File: src/rtl/mem_access_arbiter.sv
`default_nettype none
// ============================================================================
// mem_access_arbiter : shares one single-port data RAM between NUM_CORES cores
//                      and the host port. Optional macro: ARB_HOST_PRIORITY_EN
// Revision           : 1.0
// ============================================================================
module mem_access_arbiter #(
  parameter int NUM_CORES   = 4,
  parameter int ADDR_W      = 16,
  parameter int DATA_W      = 16,
  parameter int MEM_LATENCY = 1
) (
  input  logic                          clk,
  input  logic                          rst,
  input  logic                          host_req,
  input  logic                          host_wr_en,
  input  logic [ADDR_W-1:0]             host_addr,
  input  logic [DATA_W-1:0]             host_wdata,
  output logic                          host_ack,
  input  logic [NUM_CORES-1:0]          core_req,
  input  logic [NUM_CORES-1:0]          core_wr_en,
  input  logic [NUM_CORES*ADDR_W-1:0]   core_addr,
  input  logic [NUM_CORES*DATA_W-1:0]   core_wdata,
  output logic [NUM_CORES-1:0]          core_ack,
  output logic [DATA_W-1:0]             rdata,
  output logic [ADDR_W-1:0]             mem_addr,
  output logic [DATA_W-1:0]             mem_wdata,
  output logic                          mem_wr_en,
  input  logic [DATA_W-1:0]             mem_rdata,
  output logic [$clog2(NUM_CORES+1)-1:0] grant_id,
  output logic                          busy
);

  localparam int ID_W  = $clog2(NUM_CORES + 1);
  localparam int LAT_W = (MEM_LATENCY > 1) ? $clog2(MEM_LATENCY) : 1;

`ifdef ARB_HOST_PRIORITY_EN
  localparam int RING_N    = NUM_CORES;
  localparam bit HOST_PRIO = 1'b1;
`else
  localparam int RING_N    = NUM_CORES + 1;
  localparam bit HOST_PRIO = 1'b0;
`endif

  localparam logic [1:0] ST_IDLE   = 2'd0;
  localparam logic [1:0] ST_ACCESS = 2'd1;
  localparam logic [1:0] ST_ACK    = 2'd2;

  localparam logic [LAT_W-1:0] LAT_LAST = LAT_W'(MEM_LATENCY - 1);
  localparam logic [ID_W-1:0]  HOST_ID  = ID_W'(NUM_CORES);
  localparam logic [ID_W-1:0]  RING_TOP = ID_W'(RING_N - 1);

  logic [1:0]           state_q, state_d;
  logic [LAT_W-1:0]     lat_cnt_q, lat_cnt_d;
  logic [ID_W-1:0]      rr_ptr_q, rr_ptr_d;
  logic [ADDR_W-1:0]    mem_addr_q, mem_addr_d;
  logic [DATA_W-1:0]    mem_wdata_q, mem_wdata_d;
  logic                 mem_wr_en_q, mem_wr_en_d;
  logic [ID_W-1:0]      grant_id_q, grant_id_d;
  logic                 host_ack_q, host_ack_d;
  logic [NUM_CORES-1:0] core_ack_q, core_ack_d;
  logic [DATA_W-1:0]    rdata_q, rdata_d;
  logic                 busy_q, busy_d;

  logic [RING_N-1:0]    ring_req;
  logic                 any_req;
  logic                 hi_found, lo_found;
  logic [ID_W-1:0]      hi_id, lo_id, win_id, rr_next;
  logic                 win_wr;
  logic [ADDR_W-1:0]    win_addr;
  logic [DATA_W-1:0]    win_wdata;

`ifdef ARB_HOST_PRIORITY_EN
  assign ring_req = core_req;
`else
  assign ring_req = {host_req, core_req};
`endif
  assign any_req = host_req | (|core_req);

  // First requester at or above rr_ptr wins; otherwise the lowest one (wrap).
  always_comb begin : arb
    hi_found = 1'b0;
    lo_found = 1'b0;
    hi_id    = '0;
    lo_id    = '0;
    for (int i = 0; i < RING_N; i++) begin
      if (ring_req[i]) begin
        if (!hi_found && (ID_W'(i) >= rr_ptr_q)) begin
          hi_found = 1'b1;
          hi_id    = ID_W'(i);
        end
        if (!lo_found) begin
          lo_found = 1'b1;
          lo_id    = ID_W'(i);
        end
      end
    end
    win_id = hi_found ? hi_id : lo_id;
    if (HOST_PRIO && host_req) begin
      win_id = HOST_ID;
    end
    rr_next = (win_id == RING_TOP) ? '0 : win_id + ID_W'(1);
  end

  always_comb begin : payload
    win_wr    = host_wr_en;
    win_addr  = host_addr;
    win_wdata = host_wdata;
    for (int i = 0; i < NUM_CORES; i++) begin
      if (win_id == ID_W'(i)) begin
        win_wr    = core_wr_en[i];
        win_addr  = core_addr[i*ADDR_W +: ADDR_W];
        win_wdata = core_wdata[i*DATA_W +: DATA_W];
      end
    end
  end

  always_comb begin : fsm
    state_d     = state_q;
    lat_cnt_d   = lat_cnt_q;
    rr_ptr_d    = rr_ptr_q;
    mem_addr_d  = mem_addr_q;
    mem_wdata_d = mem_wdata_q;
    mem_wr_en_d = 1'b0;
    grant_id_d  = grant_id_q;
    host_ack_d  = 1'b0;
    core_ack_d  = '0;
    rdata_d     = rdata_q;
    busy_d      = busy_q;
    case (state_q)
      ST_IDLE: begin
        if (any_req) begin
          state_d     = ST_ACCESS;
          lat_cnt_d   = '0;
          mem_addr_d  = win_addr;
          mem_wdata_d = win_wdata;
          mem_wr_en_d = win_wr;
          grant_id_d  = win_id;
          busy_d      = 1'b1;
          // A prioritised host does not occupy a ring slot.
          if (!(HOST_PRIO && (win_id == HOST_ID))) begin
            rr_ptr_d = rr_next;
          end
        end
      end
      ST_ACCESS: begin
        if (lat_cnt_q == LAT_LAST) begin
          state_d    = ST_ACK;
          lat_cnt_d  = '0;
          rdata_d    = mem_rdata;
          host_ack_d = (grant_id_q == HOST_ID);
          for (int i = 0; i < NUM_CORES; i++) begin
            core_ack_d[i] = (grant_id_q == ID_W'(i));
          end
        end else begin
          lat_cnt_d = lat_cnt_q + LAT_W'(1);
        end
      end
      ST_ACK: begin
        state_d = ST_IDLE;
        busy_d  = 1'b0;
      end
      default: begin
        state_d = ST_IDLE;
        busy_d  = 1'b0;
      end
    endcase
  end

  always_ff @(posedge clk or posedge rst) begin
    if (rst) begin
      state_q     <= ST_IDLE;
      lat_cnt_q   <= '0;
      rr_ptr_q    <= '0;
      mem_addr_q  <= '0;
      mem_wdata_q <= '0;
      mem_wr_en_q <= 1'b0;
      grant_id_q  <= '0;
      host_ack_q  <= 1'b0;
      core_ack_q  <= '0;
      rdata_q     <= '0;
      busy_q      <= 1'b0;
    end else begin
      state_q     <= state_d;
      lat_cnt_q   <= lat_cnt_d;
      rr_ptr_q    <= rr_ptr_d;
      mem_addr_q  <= mem_addr_d;
      mem_wdata_q <= mem_wdata_d;
      mem_wr_en_q <= mem_wr_en_d;
      grant_id_q  <= grant_id_d;
      host_ack_q  <= host_ack_d;
      core_ack_q  <= core_ack_d;
      rdata_q     <= rdata_d;
      busy_q      <= busy_d;
    end
  end

  assign host_ack  = host_ack_q;
  assign core_ack  = core_ack_q;
  assign rdata     = rdata_q;
  assign mem_addr  = mem_addr_q;
  assign mem_wdata = mem_wdata_q;
  assign mem_wr_en = mem_wr_en_q;
  assign grant_id  = grant_id_q;
  assign busy      = busy_q;

endmodule
`default_nettype wire

File: config.mk
export PLATFORM = sky130hd
export DESIGN_NAME = mem_access_arbiter
export DESIGN_NICKNAME = d
export VERILOG_FILES = /design/src/rtl/mem_access_arbiter.sv
export SDC_FILE = /design/constraint.sdc
export NUM_CORES = 1
export LEC_CHECK = 0
export CORE_MARGIN = 5
export CORE_UTILIZATION = 35
export CTS_BUF_LIST = sky130_fd_sc_hd__clkbuf_8
export DETAILED_ROUTE_END_ITERATION = 10
export PLACE_DENSITY = 0.8
export SLEW_MARGIN = 40
export SYNTH_ARGS = -nofsm -noshare
export SYNTH_HDL_FRONTEND = slang
export SYNTH_SLANG_ARGS = --single-unit
File: constraint.sdc
create_clock -name clk -period 3.6 [get_ports clk]
set_clock_uncertainty 0.2 [all_clocks]
set_input_delay 0.72 -clock clk [delete_from_list [all_inputs] [get_ports clk]]
set_output_delay 0.72 -clock clk [all_outputs]
set_load 0.02 [all_outputs]
* Word-level counts from Yosys, hierarchy flattened *
Cells that the tools add are included.
W data, S select, Z words.

storage, ports and cells
  register bits = 64
  bits of input ports = 188
  output and inout bits = 58

cells by class
  add/subtract/negate cells = 2
  magnitude comparators = 5
  eq/ne operators = 11
  multiplexer cells = 58
  bitwise logic cells = 3
  reductions and logical operators = 18

operator list
  cell                   count
  $mux W16               8
  $mux W3                14
  $mux W1                29
  $eq A3 B2 Y1 const B   4
  $reduce_and A2 Y1      5
  $mux W4                2
  $eq A3 B1 Y1 const B   2
  $eq A3 B3 Y1 const B   2
  $ge A1 B3 Y1 const A   2
  $ge A2 B3 Y1 const A   2
  $logic_not A3 Y1       2
  $logic_and A1 B1 Y1    4
  $logic_not A1 Y1       4
  $mux W2                2
  $ne A2 B2 Y1 const B   2
  $pmux W1 S2            2
  $pmux W2 S2            1
  $reduce_or A4 Y1       1
  $add A3 B1 Y3 const B  1
  $ge A3 B3 Y1 const A   1
  $eq A2 B1 Y1 const B   1
  $logic_not A2 Y1       1
  $not A1 Y1             2
  $reduce_bool A2 Y1     1
  2 further kinds        2

* Logic depth before layout (Yosys ltp) *
Gate-level depths: netlist of run 1.

  depth after elaboration = 27
  gate-level depth with buffers = 13
  mapped depth without buffers = 11

* Worst setup path before layout of run 1 *
OpenSTA, ideal clock, no wires.

  kind = input to register
  start point = in core_req[0]
  end point = reg mem_wdata_q[11], in the netlist mem_wdata[11]
  arrival = 3.052 ns
  data required time = 3.318 ns
  path slack = 0.265 ns
  stages = 11
  path buffers = 4
  path through = or4_4 a21boi_4 and3_1 buf_2 buf_2 inv_1 ha_1 clkbuf_1 or3_4 buf_6 o22ai_1

on the way
  longest elaborated chain between the ends = 23

RTL lines
  what                                line  text
  start, declared                     20    input logic [NUM_CORES-1:0] core_req,
  $mux W1                             87    if (ring_req[i]) begin
  $logic_not A1 Y1                    88    if (!hi_found && (ID_W'(i) >= rr_ptr_q)) begin
  $logic_and A1 B1 Y1                 88
  $mux W1                             88
  $mux W1                             87
  $logic_not A1 Y1                    88
  $logic_and A1 B1 Y1                 88
  $mux W1                             88
  [... 4 more ...]                    --
  $mux W1                             87
  $logic_not A1 Y1                    88
  $logic_and A1 B1 Y1                 88
  $mux W3 or $mux W1 (tied branches)  88
  $mux W3 or $mux W1 (tied branches)  87
  $mux W3                             98    win_id = hi_found ? hi_id : lo_id;
  $logic_not A3 Y1                    110   if (win_id == ID_W'(i)) begin
  $mux W16 (4 in series)              110
  end signal, assigned                188   mem_wdata_q <= mem_wdata_d;
  end, declared                       57    logic [DATA_W-1:0] mem_wdata_q, mem_wdata_d;

Parallel ways exist; a longest one is shown, timed or not.
A chain may end at the register's enable or synchronous reset.

* Worst setup path in the final report of run 1 *
  start point = in core_req[0]
  end point = reg mem_wr_en_q, in the netlist mem_wr_en

on the way
  longest elaborated chain between the ends = 25

RTL lines
  what                   line  text
  $mux W1                87
  $logic_not A1 Y1       88
  $logic_and A1 B1 Y1    88
  $mux W1                88
  $mux W1                87
  $logic_not A1 Y1       88
  $logic_and A1 B1 Y1    88
  $mux W1                88
  [... 9 more ...]       --
  $mux W3 (*)            98
  via win_id[0]          68    logic [ID_W-1:0] hi_id, lo_id, win_id, rr_next;
  $logic_not A3 Y1       110
  $mux W1 (3 in series)  110
  $mux W1 (*)            110
  $mux W1 (*)            132   if (any_req) begin
  $mux W1 (*)            130   case (state_q)
  via mem_wr_en_d        58    logic mem_wr_en_q, mem_wr_en_d;
  end signal, assigned   189   mem_wr_en_q <= mem_wr_en_d;
  end, declared          58

Mark *: on every way through the listed nets, which the timed path passes. The rest lies on a longest branch.

==> impl_metrics.csv, run 1 <==
group,metric,value,unit
setup_path,crit_type,"input pin to flop",
power,pwr-share-clk,12.0,%
route,firstDrtPassIters,5,
floorplan,start_util,35.3,%
route,num_vias,4698,
floorplan,core_region_area,10700,sq um
global_routing,gr-total-overflow,0,
global_routing,track_usage,22.5,%
place,dpl.hpwl,11900,um
run_status,status,"finished clean",
sta,fmax,291,MHz
power,ir_worst_vdd,0.434,mV
sta,fin_crit_sh,95.4,%
global_routing,grt_pass1_vias,4816,
global_routing,grt_first_pass_wirelength,23500,um
layout,layout_commonest_cell,"clkdlybuf4s50_1",
cts,clock_path_buffers,2,
power,pwr-share-seq,22.3,%
route,drcViolationCount,0,
cts,clk_pin_slew,0.07,ns
power,power.internal,3.14,mW
setup_path,worstPathRequired,3.62,ns
setup_path,start_kind,"input pin",
floorplan,die_w,114,um
setup_path,end_kind,"flop",
layout,layout.cells.non_filler,904,
yosys,yosysSeqAreaShare,41.5,%
power,power,5.75,mW
floorplan,io-pin-count,246,
yosys,synth_edf_count,0,
yosys,netlist_area,3800,sq um
sta,finalMaxSlewViolations,0,
floorplan,fp.dieH,114,um
place,dp.cells,888,
yosys,synth_cells,515,
cts,cts.sinks,63,
route,finalWirelength,15300,um
sta,setup_viol,0,
route,detail-route-antenna-nets,0,
cts,insertion_delay,0.33,ns
power,power_leakage,2.95,nW
power,combPwrFrac,65.8,%
layout,syn2layout_area_growth,78.4,%
cts,cts-root-buf,"clkbuf_8",
floorplan,rows,38,
layout,drive_above_1_share,6.94,%
setup_path,worstPathArrival,3.45,ns
floorplan,fp.dieArea,13000,sq um
sta,rsz0062_at_grt,"no",
power,powerDensity,848,nW/um^2
place,io_buffers,245,
route,drtIter0Drc,222,
cts,cts_tree,"built",
cts,htreeDepth,3,
sta,slew_headroom,51.2,%
power,p_switching,2.60,mW
worst_hold_path,hold_path.class,"flop to flop",
yosys,yosys_most_used_dff,"dfrtp_1",
sta,setup_tns,0,ns
layout,finalNetCount,952,
yosys,syn_area_per_cell,7.37,sq um
sta,tightest_slew,0.732,ns
global_routing,antenna_found_initial,0,
sta,period_minus_slack,3.43,ns
yosys,async_flop_share,100,%
layout,fin_util,63.1,%
route,viasPerCell,5.20,
yosys,yosys_warnings,0,
sta,hold_viol,0,
layout,antenna_cells,0,
cts,cts_setup_buffers,0,
cts,numCtsBuffers,9,
yosys,synth_nets,708,
setup_path,crit_fanout,11,
yosys,synth.distinct_cells,41,
global_routing,grt_max_degree,66,
power,switching_share,45.3,%
place,gp_congestion,0.947,
yosys,ys_ff_latch,63,
job,drv_cap,0,
layout,mostFrequentLayoutCells,"clkdlybuf4s50_1 (245), nand2_1 (118), nor2_1 (71)",
route,wire_per_inst,17.0,um
==> cells in the mapped netlist, drive strengths merged, types with 2 or more instances <==
cell,number,share of area [%]
and3,2,0.33
and2,3,0.49
clkinv,2,0.20
or4,3,0.69
o22ai,60,9.9
inv,41,4.1
nand2,118,12
mux2i,2,0.53
clkbuf,32,3.2
nand2b,4,0.66
dfrtp,63,42
a211o,2,0.46
buf,6,1.3
a31oi,38,6.4
nor3,2,0.26
o21ai,9,1.3
o31ai,2,0.40
a21oi,36,4.7
nor2,71,7.0
ha,5,1.6
==> metal layers <==
| metal | track usage (%) | wire length (um) | vias up |
|---|---|---|---|
| met4 | 6.49 | 279 | 0 |
| met1 | 25.3 | 5800 | 2177 |
| met2 | 41.2 | 7760 | 243 |
| met5 | 0 | 0 | - |
| li1 | - | - | 2250 |
| met3 | 6.50 | 1490 | 28 |
==> flip-flops by register name, indices dropped and copies added, names as in the netlist <==
| register | flops |
|---|---|
| rdata | 16 |
| mem_wdata | 16 |
| core_ack | 4 |
| mem_wr_en | 1 |
| rr_ptr_q | 3 |
| busy | 1 |
| mem_addr | 16 |
| state_q | 2 |
| grant_id | 3 |
| host_ack | 1 |
==> cell families after synthesis <==
logic type | count (synthesis) | synth area share [%]
compound gates | 157 | 25.7
buf+inv | 81 | 8.67
simple gates | 207 | 22.0
mux | 2 | 0.527
fa+ha+maj | 5 | 1.65
flops | 63 | 41.5
==> final timing paths <==
| path | startpoint | endpoint | slack, ns | cells after the start |
|---|---|---|---|---|
| worst min-delay path | rdata[10] | rdata[10] | 0.28 | 2 |
| min in group asynchronous | rst | rdata[4] | 0.57 | 3 |
| worst max-delay path | core_req[0] | mem_wr_en | 0.17 | 13 |
| max in group asynchronous | rst | mem_addr[6] | 2.33 | 3 |
| worst max register to register | rr_ptr_q[0] | mem_wr_en | 0.58 | 12 |
| worst min register to register | rdata[10] | rdata[10] | 0.28 | 2 |
==> final cells by class <==
| cell class | count | area [sq um] |
|---|---|---|
| Tap cell | 140 | 175 |
| Multi-Input combinational cell | 371 | 1930 |
| Clock buffer | 10 | 138 |
| Clock inverter | 6 | 85.1 |
| Inverter | 43 | 164 |
| Timing Repair Buffer | 271 | 2710 |
| Fill cell | 949 | 3970 |
| Sequential cell | 63 | 1580 |
==> power by group through the flow <==
stage / Sequential [mW] / Clock (mW) / Combinational (mW)
CTS: 1.28 / 0.700 / 3.79
global placement: 1.28 / 0 / 3.63
finish: 1.28 / 0.688 / 3.78
floorplan: 1.64 / 0 / 1.82
detailed placement: 1.29 / 0 / 3.77
global route: 1.33 / 0.728 / 4.11
==> critical path: stages <==
cell and delay [ns]:
clkdlybuf4s50_1 0.52, nand2b_1 0.12, a211oi_1 0.35, o31a_1 0.19, o32ai_2 0.11, ha_1 0.23, buf_4 0.15, nand2b_1 0.19
buf_4 0.20, or2_2 0.29, a32oi_1 0.18, a211o_1 0.14, a21oi_1 0.06
==> timing repair <==
action,CTS,global route
endpoints found under the setup margin,0,33
endpoints found under the hold margin,0,0
gates resized for setup,0,3
hold buffers,0,0
==> per-stage QoR <==
step | worst slack, ns | area (sq um) | hold WS (ns)
after CTS | 0.0499 | 6760 | 0.283
after detailed placement | -0.297 | 6540 | 0.266
after global placement | -0.164 | 6510 | 0.260
final | 0.166 | 6780 | 0.281
after global routing | 0.0198 | 6780 | 0.306
after floorplan | 0.265 | 3800 | 0.249
(Power assumes the default switching activity.)
==> run 2, diff against run 1 <==
- SLEW_MARGIN: 40 -> unset
==> impl_metrics.csv, run 2 (same netlist as run 1, synthesis figures left out) <==
group,metric,value,unit
route,wire_per_inst,17.5,um
route,firstDrtPassIters,6,
power,power_leakage,2.90,nW
route,viasPerCell,5.19,
setup_path,worstRegToRegCells,12,
worst_hold_path,worstHoldEndpoint,"rdata[2]",
cts,cts_resized,0,
setup_path,r2r-end,"mem_wr_en",
layout,antenna_cells,0,
sta,setup_viol,0,
worst_hold_path,worstHoldStart,"rdata[2]",
layout,finalNetCount,952,
route,drtIter0Drc,208,
setup_path,crit_fanout,11,
global_routing,track_usage,23.2,%
place,io_buffers,245,
layout,drive_above_1_share,7.07,%
route,detail-route-antenna-nets,0,
run_status,status,"finished clean",
worst_hold_path,whs_path_depth,2,
setup_path,slowest_delay,0.52,ns
sta,hold_viol,0,
floorplan,fp.dieH,114,um
place,dpl_cell_area,6510,sq um
cts,cts_tree,"built",
cts,cts-root-buf,"clkbuf_8",
power,powerDensity,837,nW/um^2
job,drv_cap,0,
floorplan,rows,38,
global_routing,gr-total-overflow,0,
place,dpl.hpwl,11800,um
layout,syn2layout_area_growth,76.9,%
sta,period_minus_slack,3.45,ns
sta,rsz0062_at_grt,"no",
setup_path,crit_type,"input pin to flop",
layout,layout_commonest_cell,"clkdlybuf4s50_1",
power,power.internal,2.95,mW
power,power,5.62,mW
setup_path,worstPathRequired,3.62,ns
cts,cts.sinks,63,
layout,mostFrequentLayoutCells,"clkdlybuf4s50_1 (245), nand2_1 (118), nor2_1 (71)",
cts,numCtsBuffers,9,
global_routing,grt_max_degree,66,
sta,tightest_slew,1.07,ns
setup_path,path_cells,"clkdlybuf4s50_1 -> nand2b_1 -> a211oi_1 -> o31a_1 -> o32ai_2 -> ha_1 -> buf_4 -> nand2b_1 -> buf_4 -> or2_2 -> a32oi_1 -> a211o_1 -> a21oi_1",
power,pwr-share-seq,22.8,%
cts,clk_pin_slew,0.08,ns
floorplan,core_region_area,10700,sq um
global_routing,grt_first_pass_wirelength,24300,um
power,p_switching,2.67,mW
floorplan,die_w,114,um
power,ir_worst_vdd,0.460,mV
setup_path,cpMaxStageDelayCell,"clkdlybuf4s50_1",
cts,hold_buffers,0,
setup_path,rrSetupSlack,0.56,ns
route,finalWirelength,15800,um
sta,slew_headroom,28.4,%
setup_path,worstPathArrival,3.47,ns
cts,cts_setup_buffers,0,
sta,fin_crit_sh,96.0,%
sta,fmax,289,MHz
global_routing,grt_pass1_vias,4865,
setup_path,r2r-start,"rr_ptr_q[0]",
cts,insertion_delay,0.33,ns
route,num_vias,4692,
global_routing,antenna_found_initial,0,
floorplan,io-pin-count,246,
power,pwr-share-clk,9.8,%
sta,finalMaxSlewViolations,0,
place,gp_congestion,0.947,
power,combPwrFrac,67.4,%
setup_path,end_kind,"flop",
route,drcViolationCount,0,
floorplan,start_util,35.3,%
floorplan,fp.dieArea,13000,sq um
cts,clock_path_buffers,2,
cts,htreeDepth,3,
worst_hold_path,hold_path.class,"flop to flop",
layout,final_area,6720,sq um
setup_path,start_kind,"input pin",
power,switching_share,47.5,%
run 2: changes by cell type in the layout (fill, tap and decap cells not counted), sizes merged:
cell      delta
a31oi        +1
buf          -1
bufinv       -2
clkinvlp     +3
clkbuf       -1
run 2: metal layers:
metal / part of all wire, % / up-vias / GRT usage, % / routed length (um)
li1: - / 2256 / - / -
met4: 1.0 / 0 / 5.30 / 163
met1: 40 / 2187 / 27.8 / 6290
met3: 9.2 / 20 / 7.51 / 1450
met5: 0 / - / 0 / 0
met2: 50 / 229 / 40.7 / 7900
run 2: worst max-delay path by stage:
stage | from | endpoint | slack [ns] | cells past startpoint
after floorplan | core_req[0] | mem_wdata[11] | 0.27 | 11
final | core_req[0] | mem_wr_en | 0.15 | 13
after global placement | core_req[2] | mem_addr[12] | -0.16 | 12
after CTS | core_req[2] | mem_addr[12] | 0.06 | 12
after global routing | core_req[0] | mem_wdata[0] | 0.03 | 12
after detailed placement | core_req[2] | mem_addr[12] | -0.29 | 12
run 2: area by class of cell:
type	instances	area, sq um
timing repair buffer	270	2680
clock inverter	7	48.8
tap	140	175
fill	949	4030
inverter	43	161
clock buffer	9	124
sequential	63	1580
multi-input combinational	372	1950
run 2: worst max-delay path, delay by kind of cell:
family	cells	cell delay, ns
AOI/OAI and AO/OA	6	1.02
adders and majority gates	1	0.23
buffers and inverters	3	0.89
and+or+nand+nor	3	0.61
run 2: metrics by stage:
step	setup TNS (ns)	util (%)	cells	worst slack, ns	hold WS (ns)
after global placement	-3.20	60.5	887	-0.164	0.260
after floorplan	0	-	515	0.265	0.249
after CTS	0	62.2	903	0.0623	0.280
after detailed placement	-8.01	60.5	887	-0.291	0.262
final	0	62.5	904	0.146	0.278
after global routing	0	62.5	904	0.0264	0.306
run 2: power by group through the flow:
stage / logic [mW] / registers, mW / clock network (mW)
detailed placement: 3.73 / 1.29 / 0
floorplan: 1.82 / 1.64 / 0
global placement: 3.63 / 1.28 / 0
finish: 3.79 / 1.28 / 0.552
CTS: 3.73 / 1.28 / 0.564
global route: 4.13 / 1.33 / 0.598
